$ cat config.mk
export PLATFORM = sky130hd
export DESIGN_NAME = board_renderer
export DESIGN_NICKNAME = d
export VERILOG_FILES = /design/src/rtl/board_pkg.sv /design/src/rtl/board_renderer_cell_colour_sel.sv /design/src/rtl/board_renderer.sv
export SDC_FILE = /design/constraint.sdc
export NUM_CORES = 1
export LEC_CHECK = 0
export CELL_PAD_IN_SITES_DETAIL_PLACEMENT = 2
export CELL_PAD_IN_SITES_GLOBAL_PLACEMENT = 2
export CORE_MARGIN = 10
export CORE_UTILIZATION = 28
export CTS_CLUSTER_SIZE = 8
export DETAILED_ROUTE_END_ITERATION = 12
export PLACE_DENSITY_LB_ADDON = 0.1
export RECOVER_POWER = 25
export SLEW_MARGIN = 20
export SYNTH_ARGS = -nofsm -noshare
export SYNTH_HDL_FRONTEND = slang
export SYNTH_SLANG_ARGS = --single-unit
$ cat constraint.sdc
create_clock -name clk -period 6.4 [get_ports clk]
set_clock_uncertainty 0.1 [all_clocks]
set_input_delay 1.28 -clock clk [delete_from_list [all_inputs] [get_ports clk]]
set_output_delay 1.28 -clock clk [all_outputs]
set_load 0.03 [all_outputs]
$ cat src/rtl/board_pkg.sv
// Shared constants for the board renderer: grid size, 3-bit RGB palette and FSM states.
package board_pkg;

    localparam int unsigned GRID_N     = 8;
    localparam logic [2:0]  CELL_LAST  = 3'(GRID_N - 1);

    localparam logic [2:0] COL_EMPTY    = 3'b000;
    localparam logic [2:0] COL_LINE     = 3'b001;
    localparam logic [2:0] COL_FILLED   = 3'b010;
    localparam logic [2:0] COL_GHOST    = 3'b110;
    localparam logic [2:0] COL_CONFLICT = 3'b100;
    localparam logic [2:0] COL_OVER     = 3'b101;

    typedef enum logic [1:0] {
        ST_IDLE = 2'd0,
        ST_DRAW = 2'd1,
        ST_FIN  = 2'd2
    } state_e;

endpackage

$ cat src/rtl/board_renderer_cell_colour_sel.sv
// Combinational palette lookup for one board cell: grid line, overlay conflict/ghost,
// filled (normal or game-over) or empty.
module cell_colour_sel
    import board_pkg::*;
(
    input  logic [63:0] grid_i,
    input  logic [63:0] block_i,
    input  logic [2:0]  ox_i,
    input  logic [2:0]  oy_i,
    input  logic        game_over_i,
    input  logic [2:0]  r_i,
    input  logic [2:0]  c_i,
    input  logic        border_i,
    output logic [2:0]  colour_o
);

    logic [3:0] dr;
    logic [3:0] dc;
    logic       hit;
    logic       filled;

    always_comb begin
        // 4-bit signed offsets: bit 3 set means the cell lies above/left of the block origin
        dr     = {1'b0, r_i} - {1'b0, oy_i};
        dc     = {1'b0, c_i} - {1'b0, ox_i};
        hit    = ~dr[3] & ~dc[3] & block_i[{dr[2:0], dc[2:0]}];
        filled = grid_i[{r_i, c_i}];

        if (border_i) begin
            colour_o = COL_LINE;
        end else if (hit && filled) begin
            colour_o = COL_CONFLICT;
        end else if (hit) begin
            colour_o = COL_GHOST;
        end else if (filled) begin
            colour_o = game_over_i ? COL_OVER : COL_FILLED;
        end else begin
            colour_o = COL_EMPTY;
        end
    end

endmodule

$ cat src/rtl/board_renderer.sv
// Paints one 8x8 board frame into the VGA adapter, one pixel per clock, from a
// snapshot of the game state taken on the accepted start.
module board_renderer
    import board_pkg::*;
#(
    parameter int unsigned CELL_PX  = 12,
    parameter int unsigned ORIGIN_X = 32,
    parameter int unsigned ORIGIN_Y = 12
) (
    input  logic        clk,
    input  logic        resetn,
    input  logic        start,
    input  logic [63:0] game_grid,
    input  logic [63:0] block1,
    input  logic [63:0] block2,
    input  logic [63:0] block3,
    input  logic [2:0]  block1_x,
    input  logic [2:0]  block1_y,
    input  logic [2:0]  block2_x,
    input  logic [2:0]  block2_y,
    input  logic [2:0]  block3_x,
    input  logic [2:0]  block3_y,
    input  logic [1:0]  sel,
    input  logic        game_over,
    output logic [7:0]  vga_x,
    output logic [6:0]  vga_y,
    output logic [2:0]  colour,
    output logic        plot,
    output logic        busy,
    output logic        done
);

    localparam int unsigned     PW      = (CELL_PX > 1) ? $clog2(CELL_PX) : 1;
    localparam logic [PW-1:0]   PX_LAST = PW'(CELL_PX - 1);

    state_e        state_q;
    logic [2:0]    r_q, c_q, r_d, c_d;
    logic [PW-1:0] py_q, px_q, py_d, px_d;
    logic [63:0]   grid_q, blk_q;
    logic [2:0]    ox_q, oy_q;
    logic          over_q;
    logic [7:0]    vga_x_q, x_d;
    logic [6:0]    vga_y_q, y_d;
    logic [2:0]    colour_q, colour_d;
    logic          plot_q, busy_q, done_q;

    logic [63:0]   blk_sel;
    logic [2:0]    ox_sel, oy_sel;
    logic          last_pix;
    logic          border_d;

    always_comb begin
        blk_sel = '0;
        ox_sel  = '0;
        oy_sel  = '0;
        case (sel)
            2'd1: begin blk_sel = block1; ox_sel = block1_x; oy_sel = block1_y; end
            2'd2: begin blk_sel = block2; ox_sel = block2_x; oy_sel = block2_y; end
            2'd3: begin blk_sel = block3; ox_sel = block3_x; oy_sel = block3_y; end
            default: ;
        endcase
    end

    // Counters always name the pixel currently on the outputs; the wrap after the
    // final pixel returns them all to zero, so they are already cleared in IDLE.
    always_comb begin
        r_d  = r_q;
        c_d  = c_q;
        py_d = py_q;
        px_d = px_q;
        last_pix = (r_q == CELL_LAST) && (c_q == CELL_LAST) &&
                   (py_q == PX_LAST) && (px_q == PX_LAST);
        if (state_q == ST_DRAW) begin
            if (px_q != PX_LAST) begin
                px_d = px_q + 1'b1;
            end else begin
                px_d = '0;
                if (py_q != PX_LAST) begin
                    py_d = py_q + 1'b1;
                end else begin
                    py_d = '0;
                    if (c_q != CELL_LAST) begin
                        c_d = c_q + 3'd1;
                    end else begin
                        c_d = '0;
                        r_d = r_q + 3'd1;
                    end
                end
            end
        end
        border_d = (px_d == '0) || (py_d == '0);
        x_d = 8'(ORIGIN_X) + 8'(c_d) * 8'(CELL_PX) + 8'(px_d);
        y_d = 7'(ORIGIN_Y) + 7'(r_d) * 7'(CELL_PX) + 7'(py_d);
    end

    // The first pixel of a frame is always a border pixel, so the not-yet-loaded
    // snapshot never influences the colour registered on the start edge.
    cell_colour_sel u_colour (
        .grid_i      (grid_q),
        .block_i     (blk_q),
        .ox_i        (ox_q),
        .oy_i        (oy_q),
        .game_over_i (over_q),
        .r_i         (r_d),
        .c_i         (c_d),
        .border_i    (border_d),
        .colour_o    (colour_d)
    );

    always_ff @(posedge clk) begin
        if (!resetn) begin
            state_q  <= ST_IDLE;
            r_q      <= '0;
            c_q      <= '0;
            py_q     <= '0;
            px_q     <= '0;
            grid_q   <= '0;
            blk_q    <= '0;
            ox_q     <= '0;
            oy_q     <= '0;
            over_q   <= 1'b0;
            vga_x_q  <= '0;
            vga_y_q  <= '0;
            colour_q <= '0;
            plot_q   <= 1'b0;
            busy_q   <= 1'b0;
            done_q   <= 1'b0;
        end else begin
            r_q  <= r_d;
            c_q  <= c_d;
            py_q <= py_d;
            px_q <= px_d;
            case (state_q)
                ST_IDLE: begin
                    plot_q <= 1'b0;
                    busy_q <= 1'b0;
                    done_q <= 1'b0;
                    if (start) begin
                        grid_q   <= game_grid;
                        blk_q    <= blk_sel;
                        ox_q     <= ox_sel;
                        oy_q     <= oy_sel;
                        over_q   <= game_over;
                        vga_x_q  <= x_d;
                        vga_y_q  <= y_d;
                        colour_q <= colour_d;
                        plot_q   <= 1'b1;
                        busy_q   <= 1'b1;
                        state_q  <= ST_DRAW;
                    end
                end
                ST_DRAW: begin
                    if (last_pix) begin
                        plot_q  <= 1'b0;
                        done_q  <= 1'b1;
                        state_q <= ST_FIN;
                    end else begin
                        vga_x_q  <= x_d;
                        vga_y_q  <= y_d;
                        colour_q <= colour_d;
                        plot_q   <= 1'b1;
                    end
                end
                ST_FIN: begin
                    plot_q  <= 1'b0;
                    busy_q  <= 1'b0;
                    done_q  <= 1'b0;
                    state_q <= ST_IDLE;
                end
                default: begin
                    plot_q  <= 1'b0;
                    busy_q  <= 1'b0;
                    done_q  <= 1'b0;
                    state_q <= ST_IDLE;
                end
            endcase
        end
    end

    assign vga_x  = vga_x_q;
    assign vga_y  = vga_y_q;
    assign colour = colour_q;
    assign plot   = plot_q;
    assign busy   = busy_q;
    assign done   = done_q;

endmodule

### Word-level counts from Yosys, hierarchy flattened

Cells that the tools add are included.

* register bits after elaboration: 172
* bits of input ports: 280

* equality and inequality tests: 14
* multiplexer cells: 41
* reduce and logical (&&, ||, !) cells: 13
* $add $sub $neg: 10
* multiply operators: 2
* magnitude comparators: 2
* bitwise gates (word level): 4

Operators by type and width (number)
* 64-bit one-hot mux with 3 select lines: 1
* 3-bit two-way mux: 15
* 4-bit two-way mux: 5
* 3-bit one-hot mux with 3 select lines: 2
* 8-bit two-way mux: 2
* 8-bit one-hot mux with 2 select lines: 1
* 6-bit by 7-bit < comparator with 1-bit output (second input constant): 2
* 7-bit two-way mux: 2
* 7-bit one-hot mux with 2 select lines: 1
* 1-bit binary-select mux with 6-bit select: 2
* 3-bit by 2-bit multiplier with 5-bit output (second input constant): 2
* 4-bit by 1-bit adder with 4-bit output (second input constant): 2
* 6-bit by 7-bit adder with 8-bit output (first input constant): 1
* 8-bit by 4-bit adder with 8-bit output: 1
* 4-bit == test (second input constant): 2
* 4-bit zero test: 2
* 4-bit != test (second input constant): 2
* 3-bit by 3-bit subtractor with 4-bit output: 2
* 4-bit by 7-bit adder with 7-bit output (first input constant): 1
* 7-bit by 4-bit adder with 7-bit output: 1
* 3-bit by 1-bit adder with 3-bit output (second input constant): 2
* 3-bit == test (second input constant): 2
* 2-bit != test (second input constant): 3
* 3-bit one-hot mux with 2 select lines: 1
* 15 further kinds: 29

### Longest topological paths before layout

Gate-level depths: netlist (run 1).

* word-level depth: 14
* gate-level depth with buffers: 17
* gate-level depth less buffers: 14

### Cells and area by module

Synthesis (run 1) repeated with hierarchy kept, for this count alone.

* cells, all modules: 1051
* area, all modules: 9334.0 µm²

By module, submodules not included
* board_renderer: cells an instance 924, instances 1, seq. area each 3443.3 µm², area each 7906.3 µm²
* cell_colour_sel: cells an instance 127, instances 1, seq. area each 0.0 µm², area each 1427.6 µm²

### Least setup slack after synthesis (run 1)

OpenSTA, ideal clock, no wires.

* path kind: reg-to-reg
* start point: register c_q[0]
* end point: register colour_q[2] (netlist: colour[2])
* setup slack: 1.855 ns
* data arrival time: 4.323 ns
* buffers on the path: 3
* data required time: 6.177 ns
* stages on the path, launching flop included: 16
* library setup time: 0.123 ns
* cell sequence: dfxtp_1 > ha_1 > ha_1 > clkbuf_1 > nor4_2 > a21oi_4 > ha_1 > fa_1 > clkbuf_1 > buf_1 > mux4_2 > mux4_2 > mux4_2 > and3_4 > a221oi_2 > nor3b_1

* longest elaborated chain between the ends: 14
* elaborated cells on any way between the ends: 34

RTL lines
* from (decl): RTL line board_renderer.sv:37 `logic [2:0] r_q, c_q, r_d, c_d;`
* from (signal assigned): RTL line board_renderer.sv:114 `c_q <= '0;`
* from (signal assigned): RTL line board_renderer.sv:130 `c_q <= c_d;`
* 3-bit by 1-bit adder with 3-bit output / 3-bit != test (equally long branches): RTL line board_renderer.sv:83, board_renderer.sv:82
* 3-bit two-way mux: RTL line board_renderer.sv:82 `if (c_q != CELL_LAST) begin`
* 3-bit two-way mux: RTL line board_renderer.sv:78 `if (py_q != PX_LAST) begin`
* 3-bit two-way mux: RTL line board_renderer.sv:74 `if (px_q != PX_LAST) begin`
* 3-bit two-way mux: RTL line board_renderer.sv:73 `if (state_q == ST_DRAW) begin`
* 3-bit by 3-bit subtractor with 4-bit output, on equally long branches: RTL line board_renderer_cell_colour_sel.sv:25, board_renderer_cell_colour_sel.sv:24
* 1-bit binary-select mux with 6-bit select / 1-bit NOT (equally long branches): RTL line board_renderer_cell_colour_sel.sv:26 `hit = ~dr[3] & ~dc[3] & block_i[{dr[2:0], dc[2:0]}];`
* 1-bit two-way mux (implied by the code) / 1-bit AND (equally long branches): RTL line board_renderer_cell_colour_sel.sv:26
* 1-bit AND: RTL line board_renderer_cell_colour_sel.sv:26
* 3-bit two-way mux / 1-bit logical AND (equally long branches): RTL line board_renderer_cell_colour_sel.sv:33, board_renderer_cell_colour_sel.sv:31
* 3-bit two-way mux: RTL line board_renderer_cell_colour_sel.sv:31 `end else if (hit && filled) begin`
* 3-bit two-way mux: RTL line board_renderer_cell_colour_sel.sv:29 `if (border_i) begin`
* 3-bit two-way mux, on equally long branches: RTL line board_renderer.sv:153, board_renderer.sv:138
* 3-bit one-hot mux with 2 select lines: RTL line board_renderer.sv:133 `case (state_q)`
* to (signal assigned): RTL line board_renderer.sv:146 `colour_q <= colour_d;`
* to (signal assigned): RTL line board_renderer.sv:160 `colour_q <= colour_d;`
* to (decl): RTL line board_renderer.sv:44 `logic [2:0] colour_q, colour_d;`

Several ways; a longest one is shown, not always the timed one. The select of a mux whose other input is x is not followed.
A chain may end at the register's enable or synchronous reset.

### Worst setup path in the final report (run 1)

* start point: input port sel[0]
* end point: register blk_q[59]

* longest elaborated chain between the ends: 2
* elaborated cells on any way between the ends: 4

RTL lines
* from (decl): RTL line board_renderer.sv:23 `input logic [1:0] sel,`
* 2-bit == test / 2-bit by 1-bit == test with 1-bit output (equally long branches): RTL line board_renderer.sv:56 `case (sel)`
* 64-bit one-hot mux with 3 select lines (*): RTL line board_renderer.sv:56
* to (signal assigned): RTL line board_renderer.sv:140 `blk_q <= blk_sel;`
* to (decl): RTL line board_renderer.sv:39 `logic [63:0] grid_q, blk_q;`

Every way passes the cells marked *; elsewhere a longest branch is shown, timed or not.

==> reports/results.txt, run 1 <==
The starting density of the core is 0.283, and the slew of the pin with the lowest slew margin is 3.16 ns. The clock reaches the later pin of the worst-skew pair after 0.43 ns. Counting cells, the worst reg-to-reg path comes to 12. The finished layout holds 1736 standard cells, fillers aside. The class of the most critical hold timing path is reg -> reg. The final layout contains routed wiring with a total length of 36900 um.

The most frequent standard cell in the layout excluding fill and tap cells is clkdlybuf4s50_1. For the layout net count, the log shows 1584. The share of async-settable or async-resettable flops after synthesis is 0.

The logic depth of the worst path, buffers included is 6, and the wire length of the first global-routing pass is 57100 um. The worst register-to-register path has a setup slack of 1.65 ns. On the worst path, the slowest cell contributes a delay of 2.23 ns. Cell with the largest stage delay on the worst path: clkbuf_1.

After clock tree synthesis, the clock-pin slew on the worst setup and hold paths is 0.07 ns. The tools report the worst endpoint data arrival time as 5.04 ns. The worst setup path is captured at a register. After detailed placement, the design holds a cell count of 1704. The final reports fail on max-capacitance violations, max-slew violations. The floorplan step defined a core boundary enclosing 0.0335 mm^2. In the routed layout, each cell is associated on average with a via count of 5.02. The number of optimization iterations in the first detailed-route pass is 4, and the proportion of synthesized chip area in sequential cells is 0.363.

The critical path goes through buf_2 -> buf_4 -> nor2b_2 -> clkbuf_1 -> a221oi_1 -> nor3b_1. The tools report the aggregate global routing overflow as 0. A synthesized cell averages 9.22 um^2. Synthesis handed over a netlist of 1030 instances.

The tools report the type of origin of the critical path as a primary input. The global-route usage over all layers was 0.175. The synthesized design spends more area on one cell type than any other, namely dfxtp_1.

301 I/O pins were placed. Setup violations remaining at the end of the flow were counted as 0. Of all nets on the critical path, the largest fanout is 70.

Final-report max-slew violation count: 154. The congestion estimate from routability-driven global placement came to 0.739. For this run, the leading register cell type out of synthesis is dfxtp_1. In the final timing run, aggregate negative setup slack is 0 ns. The initial antenna violation count came out at 2.

Port buffering added 300 buffers. After routing the design area is 0.0134 mm^2. Setup repair after global routing left no endpoint under its margin. Leaving out fill and tap cells, the most frequent cells in the layout are clkdlybuf4s50_1, dfxtp_1, nand2_1, nor2_1, mux2_2. OpenSTA, run right after detailed placement, puts the worst setup slack at 1.65 ns. Counting flops and latches in the post-synthesis netlist gives 172. The fraction of layout instances using a drive strength above 1 works out to 0.123. Hold timing on the final database bottoms out at a slack of 0.359 ns. The post-route minimum period was 4.84 ns. For the number of sinks handled by clock tree synthesis, the log shows 172. The die span in y came out at 204 um. For this run, the number of Yosys warnings is 0. The power per cell area was 210 mW/mm^2; the detail-routed net length per standard cell was 21.2 um. The tools report the startpoint of the worst register-to-register path as c_q[0].

In this run the cell area measured after placement is 0.0128 mm^2. Count of vias placed by the detailed router: 8717. The final cell utilization of the core is 0.398, and the hold buffer count at cts is 0.

In this run the clock root is driven by a clkbuf_16. The tools report the count of final hold-check violations as 0. The area growth from synthesis to layout is 40.6%. Worst min-delay path endpoint: colour[1]. The run finished, with violations left. The initial detailed-routing violation count came out at 280. The part of the cycle the worst path needs came out at 0.756.

The critical path is of the in -> reg type. The kind of cell with the highest combined delay along the critical path is buffers and inverters. Counting both buffers and inverters, the worst setup path holds a total of 3. The worst hold path stage count came out at 2. Maximum number of pins on one net before global-route repair: 83. Measured along the x axis, the die boundary spans 204 um. For this design the static power due to leakage is 5.00 nW.

The tools report the remaining antenna violation count as 0. The max-capacitance violation count came out at 2. The number of gates resized after CTS was 0. Detailed placement finished with a half-perimeter wire length of 28400 um. The area share of the largest cell type after synthesis was 0.363. The startpoint identified for the worst hold timing path is colour[1]. The post-synthesis instance area is 0.00950 mm^2.

The final setup slack of the worst path is 1.56 ns, and the via count of the first global-routing pass is 9888. The worst-case IR drop observed on VDD is 149 uV. TritonCTS built the clock tree. The number of nets handed over by synthesis was 1339.

The run gives 17 as the number of buffers added by the clock tree synthesis step. The run gives 0.0417 mm^2 as the die area. After detailed routing, the number of remaining DRC violations is 0. The reg-to-reg endpoint is colour[0]. For the total power of the final layout, the log shows 2.80 mW. The critical path required time was 6.61 ns; the number of synthesized flops with an enable pin was 0. After synthesis, the netlist uses 60 different library cells. In this run the deepest clock path goes through 2 buffers. CTS built an H-tree with a depth of 4.

The worst slew margin relative to its limit came out at -1.11. Sorting the synthesized cells by area gives the leading types as dfxtp_1, mux2_2, nand2_1. The initialized floorplan defines 67 standard-cell rows. For this run, the top clock speed supported by timing is 207 MHz. The post-CTS setup repair buffer count is 0.
[cell families (layout without fill, tap and decap cells)]
group | Yosys count | count (layout) | synth area share
buffers and inverters | 105 | 362 | 0.0452
multiplexers | 125 | 125 | 0.172
AND/OR/NAND/NOR | 386 | 386 | 0.199
other | 0 | 1 | 0
adder cells (fa/ha/maj) | 29 | 29 | 0.0430
flip-flops | 172 | 172 | 0.363
XOR/XNOR | 8 | 8 | 0.00738
AO/OA/AOI/OAI | 205 | 205 | 0.171
[worst min-delay path, delay by kind of cell, from the launching register on]
kind	cells	cell delay, ns
AND/OR/NAND/NOR	1	0.06
AO/OA/AOI/OAI	1	0.05
flip-flops	1	0.31
[layer usage]
layer  routed length [um]  vias to the layer above  track usage
li1                     -                     4208            -
met1                15200                     4301        0.197
met2                19300                      183        0.321
met3                 2030                       23       0.0496
met4                  281                        2       0.0328
met5                    7                        -            0
[sequential cells by signal, summed over array words and instances (netlist names), 2 cells and up]
name     count
colour       3
ox_q         3
grid_q      64
vga_y        7
c_q          3
r_q          3
px_q         4
oy_q         3
py_q         4
blk_q       64
vga_x        8
state_q      2
[cells in the mapped netlist (4+ instances only)]
library cell / number
a21oi_1: 9
clkbuf_1: 68
xnor2_1: 5
o211a_1: 6
a21boi_0: 72
a22oi_1: 4
mux4_2: 21
ha_1: 23
inv_1: 18
nand2_1: 169
o21ai_0: 12
mux2_2: 84
o211ai_1: 4
nand3_1: 6
dfxtp_1: 172
and2_1: 11
nor3b_1: 74
nor2_1: 88
mux2i_1: 9
nor3_1: 4
mux2_1: 11
nor2b_1: 12
a222oi_1: 5
buf_1: 11
a221oi_1: 70
fa_1: 6
[power by group]
| part | switching [mW] | internal (mW) | leakage, nW | total (mW) |
|---|---|---|---|---|
| Clock | 0.462 | 0.577 | 0.274 | 1.04 |
| Sequential | 0.0469 | 1.14 | 1.41 | 1.19 |
| Combinational | 0.248 | 0.330 | 3.31 | 0.578 |
| Total | 0.756 | 2.05 | 5.00 | 2.80 |
[area by class of cell]
cell class                      count  area, um^2
Clock inverter                     13         144
Fill cell                        3636       20200
Inverter                           19        71.3
Sequential cell                   172        3440
Clock buffer                       18         429
Antenna cell                        1        2.50
Multi-Input combinational cell    753        5640
Tap cell                          448         561
Timing Repair Buffer              312        3070
[worst max path at each step]
stage | from | end
2_1_floorplan | c_q[0] | colour[2]
3_3_place_gp | c_q[0] | colour[1]
3_5_place_dp | py_q[0] | colour[0]
4_1_cts | px_q[0] | colour[1]
5_1_grt | sel[0] | blk_q[56]
6_report | sel[0] | blk_q[59]
No activity file was read; power rests on OpenSTA's default activity.
==> run 2: changes to the inputs <==
- clock period: 6.4 -> 4.6 ns (I/O delays scaled with it)
==> reports/results.txt, run 2 (same netlist as run 1, synthesis figures left out) <==
The tree is rooted in a clkbuf_16. For this block, the initial DRC count from the detailed router was 330. For the max-capacitance violation count, the log shows 1.

The critical path's largest stage delay was 0.49 ns. Summing all non-filler instances in the final layout gives an area of 0.0135 mm^2. The worst hold path passes through 2 cells.

By instance count, the cell type seen most on the critical path is mux4_2. The run finished, with violations left. Class of the most critical hold timing path: reg -> reg. Along the worst path, the maximum fanout reaches 16. The floorplan step defined a die boundary enclosing 0.0417 mm^2. By startpoint and endpoint, the worst setup path is classified as reg -> reg. In this run the most critical hold path is launched from grid_q[1].

The H-tree generated during clock tree synthesis spans 4 levels. The die span in y was 204 um. At the later pin of the worst-skew pair, clock insertion delay measures 0.43 ns. At the pin with the least slew margin, the transition time is 2.70 ns.

The remaining antenna violation count was 0. For the aggregate global routing overflow, the log shows 0. For this design the static power due to leakage is 5.06 nW. In the final layout, flip-flops and latches occupy 0.00344 mm^2. Counting every sink on the clock net gives 172. For the worst setup path, the data required time is 4.81 ns.

Before antenna repair, the detailed router went through 4 iterations. The tools report the startpoint of the worst register-to-register path as px_q[0]. The starting density of the core came out at 0.283. TritonCTS built the clock tree. The routed wire length came out at 36900 um. The worst register-to-register path has a depth of 13. Leaving out fill and tap cells, the most frequent cells in the layout are clkdlybuf4s50_1, dfxtp_1, nand2_1, nor2_1, mux2_2. The number of buffers on the longest clock path was 2. The routed layout has 8718 vias. The worst hold path terminates at grid_q[1]. The final reports fail on max-capacitance violations, max-slew violations. Setup violations remaining at the end of the flow were counted as 0. The run gives 17 as the number of buffers added by the clock tree synthesis step. The post-route minimum period was 4.22 ns; the final-report max-slew violation count was 71.

After clock tree synthesis, the flow added hold-fix buffers numbering 0. Entering global routing, the biggest net connects 80 pins. The clock input transition at the sequential cells of the worst setup and hold paths was 0.07 ns. The relative area change from synthesis to final layout was 42.0%.

Cell with the largest stage delay on the worst path: mux4_2. The fraction of layout instances using a drive strength above 1 is 0.134. The library cell used most frequently in the layout, excluding fill and tap cells, is clkdlybuf4s50_1.

After detailed routing, the number of vias per cell comes to 4.98. For this design the top-level I/O count stands at 301. In the final layout, the multi-input gates occupy 0.00563 mm^2. The worst register-to-register path ends at colour[2]. Traced cell by cell, the critical path runs through ha_1 -> and3b_1 -> nand3_1 -> a21oi_4 -> ha_1 -> fa_1 -> buf_4 -> mux4_2 -> mux4_2 -> mux4_2 -> and3_4 -> a221oi_2 -> nor3b_1. In the final routed layout, each cell accounts on average for 21.1 um.

Once placement finished, the instance area stood at 0.0129 mm^2. The achievable clock frequency is 237 MHz. At the end of the flow, the number of nets in the layout was 1597.

The global-route usage over all layers was 0.173; the maximum vdd ir drop was 283 uV. Final weighted congestion of routability-driven global placement: 0.721. For the final routed database, the setup TNS stands at 0 ns. The worst setup path is captured at a register. The layout has 3670 filler cells. The worst endpoint data arrival time was 4.44 ns; the part of the cycle the worst path needs was 0.918.

In this run the horizontal extent of the chip is 204 um. The post-DP HPWL was 28900 um. The initial antenna violation count came out at 2. The via count of the first global-routing pass was 9728. The first global-routing pass estimated 56800 um of wire. The floorplan has 67 rows. The worst slew margin relative to its limit is -0.803, and the number of DRC violations after detailed routing is 0. The number of port buffers was 300; the power per cell area was 291 mW/mm^2. Setup repair after global routing left no endpoint under its margin. The type of origin of the critical path was a register.

The logs give 0 for the count of final hold-check violations and 0.38 ns for the register-to-register setup slack. The core region is 0.0335 mm^2.
-- run 2: cell types whose count changed in the layout (fill, tap and decap cells not counted), sizes merged, moves of 2 or more --
cell | before | now
buf | 12 | 25
clkdlybuf4s50 | 280 | 292
clkinvlp | 3 | 1
dlygate4sd3 | 17 | 5
inv | 22 | 24
-- run 2: routing by layer --
| layer | global-route usage | part of all wire | up-vias |
|---|---|---|---|
| met1 | 0.199 | 0.42 | 4289 |
| met3 | 0.0468 | 0.051 | 13 |
| met5 | 0 | 0.00024 | - |
| met2 | 0.318 | 0.52 | 190 |
| li1 | - | - | 4224 |
| met4 | 0.0270 | 0.0051 | 2 |
-- run 2: worst max-delay path, delay by kind of cell, from the launching register on --
family | cells | cell delay [ns]
muxes | 3 | 1.26
AOI/OAI and AO/OA | 2 | 0.43
buffers and inverters | 1 | 0.22
and+or+nand+nor | 4 | 0.81
adders and majority gates | 3 | 0.89
DFF | 1 | 0.38
-- run 2: layout make-up --
class                           count  area share
Antenna cell                        1    0.000186
Clock buffer                       19      0.0336
Multi-Input combinational cell    753       0.418
Sequential cell                   172       0.255
Tap cell                          448      0.0416
Clock inverter                     13     0.00974
Inverter                           19     0.00529
Timing Repair Buffer              325       0.237
-- run 2: repair_timing --
item / CTS / global route
endpoints found under the setup margin: 0 / 3
buffers inserted: 0 / 1
gates resized for setup: 0 / 1
-- run 2: how the worst max path moves through the flow --
stage / start / slack, ns / to / cells past startpoint
CTS: px_q[0] / 0.18 / colour[2] / 13
global placement: px_q[0] / 0.35 / colour[1] / 14
finish: px_q[0] / 0.38 / colour[2] / 13
global route: px_q[0] / 0.11 / colour[2] / 14
detailed placement: px_q[0] / 0.24 / colour[1] / 14
floorplan: c_q[0] / 0.05 / colour[2] / 15
-- run 2: through the flow --
stage | hold slack [ns] | util | total power, mW | std cells | setup slack, ns
2_1_floorplan | 0.339 | - | 2.10 | 1030 | 0.0546
3_3_place_gp | 0.347 | 0.385 | 2.50 | 1716 | 0.355
3_5_place_dp | 0.359 | 0.385 | 2.51 | 1716 | 0.239
4_1_cts | 0.370 | 0.403 | 3.99 | 1748 | 0.176
5_1_grt | 0.390 | 0.402 | 4.13 | 1749 | 0.110
6_report | 0.367 | 0.402 | 3.92 | 1750 | 0.379
-- run 2: where the power goes --
group | total [mW] | switching (mW) | internal [mW]
Combinational | 0.810 | 0.342 | 0.468
Sequential | 1.66 | 0.0674 | 1.59
Clock | 1.46 | 0.670 | 0.789
